`src/rtl/i2s_pcm_decimator.sv`:
```
// rtl/i2s_pcm_decimator.sv - I2S stereo frame to decimated mono 16-bit PCM stream with output FIFO
//
// Ports:
//   clk, rst         system clock, asynchronous active-high reset
//   en               block enable; low cancels capture, flushes the mix pipeline, clears the accumulator
//   ws, rx_data      word select and 64-bit stereo frame from the I2S receiver
//   m_data, m_valid  PCM word at FIFO head, FIFO non-empty
//   m_ready          consumer accept
//   level            words currently held in the FIFO
//   overflow         sticky drop flag, ovf_clr clears it (a drop in the same cycle wins)
module i2s_pcm_decimator #(
    parameter int DECIM_LOG2      = 2,
    parameter int FIFO_DEPTH_LOG2 = 4,
    parameter int CAPTURE_DLY     = 2
) (
    input  logic                       clk,
    input  logic                       rst,
    input  logic                       en,
    input  logic                       ws,
    input  logic [63:0]                rx_data,
    output logic [15:0]                m_data,
    output logic                       m_valid,
    input  logic                       m_ready,
    output logic [FIFO_DEPTH_LOG2:0]   level,
    output logic                       overflow,
    input  logic                       ovf_clr
);

    localparam int AW    = 24 + DECIM_LOG2;
    localparam int PW    = (DECIM_LOG2 > 0) ? DECIM_LOG2 : 1;
    localparam int CW    = $clog2(CAPTURE_DLY + 1);
    localparam int DEPTH = 1 << FIFO_DEPTH_LOG2;
    localparam int LW    = FIFO_DEPTH_LOG2 + 1;

    localparam logic [PW-1:0]              PHASE_LAST = PW'((1 << DECIM_LOG2) - 1);
    localparam logic [PW-1:0]              PHASE_ONE  = PW'(1);
    localparam logic [CW-1:0]              DLY_LOAD   = CW'(CAPTURE_DLY);
    localparam logic [CW-1:0]              DLY_ONE    = CW'(1);
    localparam logic [FIFO_DEPTH_LOG2-1:0] PTR_ONE    = FIFO_DEPTH_LOG2'(1);
    localparam logic [LW-1:0]              LVL_ONE    = LW'(1);
    localparam logic [LW-1:0]              LVL_FULL   = LW'(DEPTH);

    // Front end: edge detect, capture delay, capture, mix, accumulate
    logic                 ws_q;
    logic [CW-1:0]        dly_q, dly_d;
    logic                 cap_fire;
    logic                 cap_vld_q;
    logic [23:0]          l_q, r_q;
    logic                 mono_vld_q;
    logic [23:0]          mono_q, mono_d;
    logic signed [24:0]   mix_sum;
    logic signed [AW-1:0] acc_q, mono_ext, sum, avg;
    logic [PW-1:0]        phase_q;
    logic                 fall;
    logic                 group_done;
    logic                 push;
    logic [15:0]          word;
    logic                 unused_bits;

    assign fall = en & ws_q & ~ws;

    // A fresh edge reloads the delay (restart), so a capture pending from an
    // earlier edge is abandoned rather than duplicated.
    always_comb begin
        dly_d    = dly_q;
        cap_fire = 1'b0;
        if (!en) begin
            dly_d = '0;
        end else if (fall) begin
            dly_d = DLY_LOAD;
        end else if (dly_q != '0) begin
            dly_d    = dly_q - DLY_ONE;
            cap_fire = (dly_q == DLY_ONE);
        end
    end

    // 25-bit sum cannot overflow; dropping bit 0 is the floor halving.
    assign mix_sum = $signed({l_q[23], l_q}) + $signed({r_q[23], r_q});
    assign mono_d  = mix_sum[24:1];

    assign mono_ext   = AW'($signed(mono_q));
    assign sum        = acc_q + mono_ext;
    assign avg        = sum >>> DECIM_LOG2;
    assign word       = avg[23:8];
    assign group_done = mono_vld_q & (phase_q == PHASE_LAST);
    assign push       = group_done & en;

    assign unused_bits = ^{rx_data[63:56], rx_data[31:24], mix_sum, avg};

    always_ff @(posedge clk or posedge rst) begin
        if (rst) begin
            ws_q       <= 1'b0;
            dly_q      <= '0;
            cap_vld_q  <= 1'b0;
            l_q        <= '0;
            r_q        <= '0;
            mono_vld_q <= 1'b0;
            mono_q     <= '0;
            acc_q      <= '0;
            phase_q    <= '0;
        end else begin
            ws_q       <= ws;
            dly_q      <= dly_d;
            cap_vld_q  <= cap_fire;
            if (cap_fire) begin
                l_q <= rx_data[55:32];
                r_q <= rx_data[23:0];
            end
            mono_vld_q <= en & cap_vld_q;
            mono_q     <= mono_d;
            if (!en) begin
                acc_q   <= '0;
                phase_q <= '0;
            end else if (mono_vld_q) begin
                if (group_done) begin
                    acc_q   <= '0;
                    phase_q <= '0;
                end else begin
                    acc_q   <= sum;
                    phase_q <= phase_q + PHASE_ONE;
                end
            end
        end
    end

    // Output FIFO
    logic [15:0]                mem_q [DEPTH];
    logic [FIFO_DEPTH_LOG2-1:0] wr_ptr_q, rd_ptr_q;
    logic [LW-1:0]              level_q, level_d;
    logic                       m_valid_q;
    logic                       overflow_q, overflow_d;
    logic                       fifo_full, pop, do_push, drop;

    assign fifo_full = (level_q == LVL_FULL);
    assign pop       = m_ready & m_valid_q;
    // A pop in the same cycle frees the slot the push needs.
    assign do_push   = push & (~fifo_full | pop);
    assign drop      = push & fifo_full & ~pop;

    always_comb begin
        level_d = level_q;
        if (do_push && !pop) begin
            level_d = level_q + LVL_ONE;
        end else if (!do_push && pop) begin
            level_d = level_q - LVL_ONE;
        end
        overflow_d = overflow_q;
        if (drop) begin
            overflow_d = 1'b1;
        end else if (ovf_clr) begin
            overflow_d = 1'b0;
        end
    end

    always_ff @(posedge clk or posedge rst) begin
        if (rst) begin
            for (int i = 0; i < DEPTH; i++) begin
                mem_q[i] <= '0;
            end
            wr_ptr_q   <= '0;
            rd_ptr_q   <= '0;
            level_q    <= '0;
            m_valid_q  <= 1'b0;
            overflow_q <= 1'b0;
        end else begin
            if (do_push) begin
                mem_q[wr_ptr_q] <= word;
                wr_ptr_q        <= wr_ptr_q + PTR_ONE;
            end
            if (pop) begin
                rd_ptr_q <= rd_ptr_q + PTR_ONE;
            end
            level_q    <= level_d;
            m_valid_q  <= (level_d != '0);
            overflow_q <= overflow_d;
        end
    end

    assign m_data   = mem_q[rd_ptr_q];
    assign m_valid  = m_valid_q;
    assign level    = level_q;
    assign overflow = overflow_q;

endmodule

```
`config.mk`:
```
export PLATFORM = sky130hd
export DESIGN_NAME = i2s_pcm_decimator
export DESIGN_NICKNAME = d
export VERILOG_FILES = /design/src/rtl/i2s_pcm_decimator.sv
export SDC_FILE = /design/constraint.sdc
export NUM_CORES = 1
export LEC_CHECK = 0
export CAP_MARGIN = 5
export CORE_ASPECT_RATIO = 0.75
export CORE_UTILIZATION = 40
export CTS_CLUSTER_DIAMETER = 60
export DETAILED_ROUTE_END_ITERATION = 7
export GPL_ROUTABILITY_DRIVEN = 0
export GPL_TIMING_DRIVEN = 0
export HOLD_SLACK_MARGIN = 0.05
export SYNTH_ARGS = -nofsm -noshare
export SYNTH_HDL_FRONTEND = slang
export SYNTH_SLANG_ARGS = --single-unit
```
`constraint.sdc`:
```
create_clock -name clk -period 12.4 [get_ports clk]
set_clock_uncertainty 0.1 [all_clocks]
set_input_delay 1.86 -clock clk [delete_from_list [all_inputs] [get_ports clk]]
set_output_delay 1.86 -clock clk [all_outputs]
set_load 0.1 [all_outputs]
```
Yosys cells after proc, flatten, opt, wreduce, memory -nomap -nowiden
Index checks and enable logic that the tools add are counted.
{"block": "totals", "regBits": 376, "latchBits": 0, "ram_bits": 0, "romBits": 0, "inputBits": 70, "output_inout_bits": 23, "word_cells": 91, "memories": 0}
{"block": "classes", "n_addsub": 8, "multipliers": 0, "div_mod_pow": 0, "magnitude_cmp": 3, "n_eq_ne": 5, "shifts": 0, "n_mux": 22, "bitwise_logic": 15, "reduce_logical": 8}
{"operator": "256-bit bitwise mux", "n": 1}
{"operator": "26-bit two-way mux", "n": 3}
{"operator": "16-bit binary-select mux with 4-bit select", "n": 1}
{"operator": "16-bit demux with 4-bit select", "n": 1}
{"operator": "16-bit two-way mux", "n": 3}
{"operator": "26-bit by 24-bit adder with 26-bit output", "n": 1}
{"operator": "24-bit by 24-bit adder with 25-bit output", "n": 1}
{"operator": "2-bit two-way mux", "n": 6}
{"operator": "5-bit >= comparator, second input constant", "n": 2}
{"operator": "5-bit two-way mux", "n": 2}
{"operator": "4-bit inverter with 5-bit output", "n": 2}
{"operator": "1-bit bitwise AND", "n": 9}
{"operator": "4-bit by 1-bit adder with 4-bit output, second input constant", "n": 2}
{"operator": "5-bit by 1-bit adder with 5-bit output, second input constant", "n": 1}
{"operator": "5-bit equality test, second input constant", "n": 1}
{"operator": "5-bit by 1-bit < comparator with 1-bit output, second input constant", "n": 1}
{"operator": "1-bit two-way mux", "n": 5}
{"operator": "5-bit nonzero test", "n": 1}
{"operator": "5-bit by 1-bit subtractor with 5-bit output, second input constant", "n": 1}
{"operator": "2-bit nonzero test", "n": 2}
{"operator": "1-bit logical AND", "n": 3}
{"operator": "3-bit by 1-bit != test with 1-bit output, second input constant", "n": 1}
{"operator": "1-bit inverter", "n": 3}
{"operator": "2-bit by 1-bit adder with 2-bit output, second input constant", "n": 1}
{"operator": "other kinds (6)", "n": 7}

Logic depth before layout (Yosys ltp)
{"block": "logic_depth", "word_depth": 9, "mapped_depth": 10, "mapped_depth_nobuf": 9}

Least setup slack after synthesis
OpenSTA, ideal clock, no wires.
{"block": "synth_path", "kind": "reg2out", "from": "register rd_ptr_q[0]", "to": "output m_data[0]", "arrival_time_ns": 2.468, "required_ns": 10.440, "path_slack_ns": 7.972, "stages_incl_launch_ff": 5, "path_buffers": 2, "path_cell_list": "dfrtp_1 > buf_2 > buf_1 > mux4_2 > mux4_2"}
{"block": "synth_between", "elab_chain_len": 4}
{"element": "from (decl)", "line": "128", "text": "logic [FIFO_DEPTH_LOG2-1:0] wr_ptr_q, rd_ptr_q;"}
{"element": "from (signal assigned)", "line": "171", "text": "rd_ptr_q <= rd_ptr_q + PTR_ONE;"}
{"element": "4-bit inverter with 5-bit output (implied by the code)", "line": "179", "text": "assign m_data = mem_q[rd_ptr_q];"}
{"element": "16-bit binary-select mux with 4-bit select", "line": "179"}
{"element": "16-bit two-way mux (implied by the code) (2 in series)", "line": "179"}
{"element": "to (decl)", "line": "21", "text": "output logic [15:0] m_data,"}
No other way between the ends. The select of a mux whose other input is x is not followed.

Worst setup path after layout
{"block": "layout_path", "from": "register rd_ptr_q[0]", "to": "output m_data[1]"}
Same word-level chain as after synthesis.

==> flow_metrics.tcl <==
set metrics [dict create \
    status "finished clean" \
    drtPass1Iterations 7 \
    cts_buffers 41 \
    path_buf_inv 3 \
    wl_per_cell_um 19.8 \
    antenna_cells 0 \
    cts_htree_levels 2 \
    hold_viol 0 \
    setup_violations 0 \
    power.density_mw_per_mm2 198 \
    worstMarginPinSlew_ps 1250 \
    grt_pass1_vias 13700 \
    postPlaceCellArea_mm2 0.0197 \
    initial_core_util_pct 41.1 \
    intPower_mw 2.60 \
    port_buffers 76 \
    pwr-share-clk_pct 30.4 \
    syn_area_mm2 0.0180 \
    cts_max_path_buffers 3 \
    power_frac_seq_pct 35.4 \
    rsz0062_at_grt "false" \
    drt_drc_violations_left 0 \
    arrival_ps 4400 \
    ioPinCount 93 \
    leakagePower_nw 9.44 \
    fin_tns_setup_ps 0 \
    crit_chain "buf_2 -> buf_1 -> mux4_2 -> mux4_2 -> clkdlybuf4s50_1" \
    finalWirelength_um 49000 \
    endpoint_kind "output port" \
    power_mw 4.17 \
    cts_num_sinks 376 \
    syn_nets 1872 \
    swShare_pct 37.6 \
    path_common_cell "mux4_2" \
    postRouteAntennaNets 0 \
    cp-startpoint "rd_ptr_q[0]" \
    max_cap_viol_count 0 \
    yosys_warnings 0 \
    vias 13800 \
    hp-class "register to register" \
    critPathSlowestCell "clkdlybuf4s50_1" \
    syn-instance-count 1741 \
    die_x_um 247 \
    layout_common_cells "nand2_1, dfrtp_1, o21ai_0, clkbuf_1, mux4_2" \
    grt_pass1_wl_um 78200 \
    clkLatencyLatePin_ps 560 \
    max-slew-margin-rel_pct 14.4 \
    pwr-share-comb_pct 34.2 \
    cts_resized 0 \
    ys_async_sr_fraction_pct 100 \
    postCtsHoldBufs 0 \
    fin_nets 2000 \
    grt_max_degree 43 \
    gr-total-overflow 0 \
    core_mm2 0.0438 \
    synth_edf_count 0 \
    critical_path_class "register to output port" \
    synth_cell_type_count 70 \
    drt_iter0_markers 1143 \
    fp-row-count 66 \
    ys.flop_type "dfrtp_1" \
    cts_setup_buffers 0 \
    layout-drive-gt1-share_pct 10.7 \
    required_ps 10440 \
    ir_worst_vdd_v 0.000108 \
    p_sw_mw 1.57 \
    fmax_ghz 0.157 \
    hp-start "cap_vld_q" \
    crit_path_start_kind "register" \
    syn_avg_cell_area_um2 10.3 \
    slew_violations 0 \
    cts_tree "yes" \
    clock-root-buffer "clkbuf_16" \
    final_common_cell "nand2_1" \
    grt_usage_pct 22.1 \
    min_period_ps 6360 \
    die_height_um 186 \
    synth_seq_area_share_pct 52.2 \
    syn_to_final_growth_pct 17.0 \
    dp_hpwl_um 36500 \
    path_clk_slew_ps 60 \
    r2r-start "level[0]" \
    fin_crit_sh_pct 51.3 \
    synth-seq-cells 376 \
    crit_fanout 10 \
    avgViaCountPerCell 5.57 \
    cpLargestDelayFamily "buffers and inverters" \
    dieArea_mm2 0.0459 \
    design_area_mm2 0.0211 \
    antenna_found_initial 0 \
    crit_path_max_incr_delay_ps 990 \
]
cell usage after synthesis, types with 2 or more instances:
| cell | instances | area (µm²) |
|---|---|---|
| a2111oi_0 | 2 | 17.5 |
| a211o_1 | 2 | 17.5 |
| a211oi_1 | 2 | 15.0 |
| a21o_1 | 15 | 113 |
| a21oi_1 | 56 | 280 |
| a221o_1 | 2 | 20.0 |
| a22o_1 | 2 | 17.5 |
| a31o_2 | 3 | 26.3 |
| a31oi_1 | 9 | 56.3 |
| a41oi_1 | 3 | 26.3 |
| and2_1 | 4 | 25.0 |
| and3_1 | 6 | 37.5 |
| and4_1 | 2 | 17.5 |
| buf_1 | 11 | 41.3 |
| buf_2 | 4 | 20.0 |
| buf_6 | 2 | 22.5 |
| clkbuf_1 | 89 | 334 |
| clkbuf_2 | 6 | 30.0 |
| dfrtp_1 | 376 | 9410 |
| fa_1 | 2 | 40.0 |
| ha_1 | 59 | 738 |
| inv_1 | 22 | 82.6 |
| mux2_2 | 2 | 22.5 |
| mux2i_1 | 5 | 50.1 |
| mux4_2 | 80 | 1800 |
| nand2_1 | 465 | 1750 |
| nand2b_1 | 4 | 25.0 |
| nand3_1 | 29 | 145 |
| nand4_1 | 8 | 50.1 |
| nor2_1 | 27 | 101 |
| nor2b_1 | 7 | 43.8 |
| nor3_1 | 20 | 100 |
| nor4_1 | 3 | 18.8 |
| o211ai_1 | 9 | 67.6 |
| o21a_1 | 6 | 45.0 |
| o21ai_0 | 295 | 1480 |
| o21ai_1 | 2 | 10.0 |
| o21ai_2 | 10 | 87.6 |
| o21bai_1 | 5 | 37.5 |
| o22ai_1 | 2 | 12.5 |
| o31ai_1 | 2 | 15.0 |
| o41ai_1 | 3 | 26.3 |
| or2_2 | 3 | 18.8 |
| xnor2_1 | 31 | 272 |
| xor2_1 | 19 | 166 |
cell type report:
cell class                 count  area (µm²)
sequential                   376        9410
fill                        4038       22800
timing repair buffer          85         941
clock buffer                  54        1180
tap                          578         723
inverter                      22        86.3
multi-input combinational   1231        8070
clock inverter                21         216
buffer                       112         448
sequential cells by signal, indices dropped and copies added (netlist names):
name	flops
wr_ptr_q	4
ws_q	1
rd_ptr_q	4
overflow	1
acc_q	26
mono_q	24
level	5
m_valid	1
dly_q	2
mono_vld_q	1
cap_vld_q	1
r_q	24
l_q	24
phase_q	2
mem_q	256
per-stage QoR:
step	worst slack [ps]	hold slack, ps	util (%)	std cells
after floorplan	5390	334	-	1741
after global placement	2880	356	44.5	2395
after detailed placement	6540	361	44.9	2404
after CTS	5950	375	48.0	2479
after global routing	5840	391	48.0	2479
final	6040	364	48.0	2479
worst reg2reg max path, delay by kind of cell, from the launching register on:
kind            cells  cell delay, ps
compound gates      2             970
fa+ha+maj           1             220
buf+inv             3            1010
flops               1             480
simple gates        3             840
worst paths after layout:
check | end | slack [ps] | cells past startpoint
setup / recovery | m_data[1] | 6040 | 5
hold / removal | mono_vld_q | 360 | 1
setup reg to reg | mem_q[66] | 8620 | 9
hold reg to reg | mono_vld_q | 360 | 1
max in group asynchronous | mem_q[224] | 9270 | 5
min in group asynchronous | level[4] | 1720 | 2
cell families (layout without fill, tap and decap cells):
logic type	Yosys count	after routing	share of synthesized area, %
and+or+nand+nor	584	584	13.3
AOI/OAI and AO/OA	448	448	14.3
DFF	376	376	52.2
buffers and inverters	134	294	2.95
muxes	87	87	10.4
adders and majority gates	61	61	4.32
xor gates and xnor gates	51	51	2.52
metal layers:
metal,routed length (µm),track usage [%],share of wire (%)
met5,0,0,0
met4,961,5.60,2.0
met3,4060,5.84,8.3
met1,23200,33.0,47
met2,20800,31.5,42
power by group through the flow:
stage	logic [mW]	clock network, mW	registers, mW
finish	1.43	1.27	1.48
global route	1.58	1.34	1.49
CTS	1.43	1.29	1.47
detailed placement	1.42	0	1.50
global placement	1.39	0	1.50
floorplan	0.976	0	1.52
(Power assumes the default switching activity.)
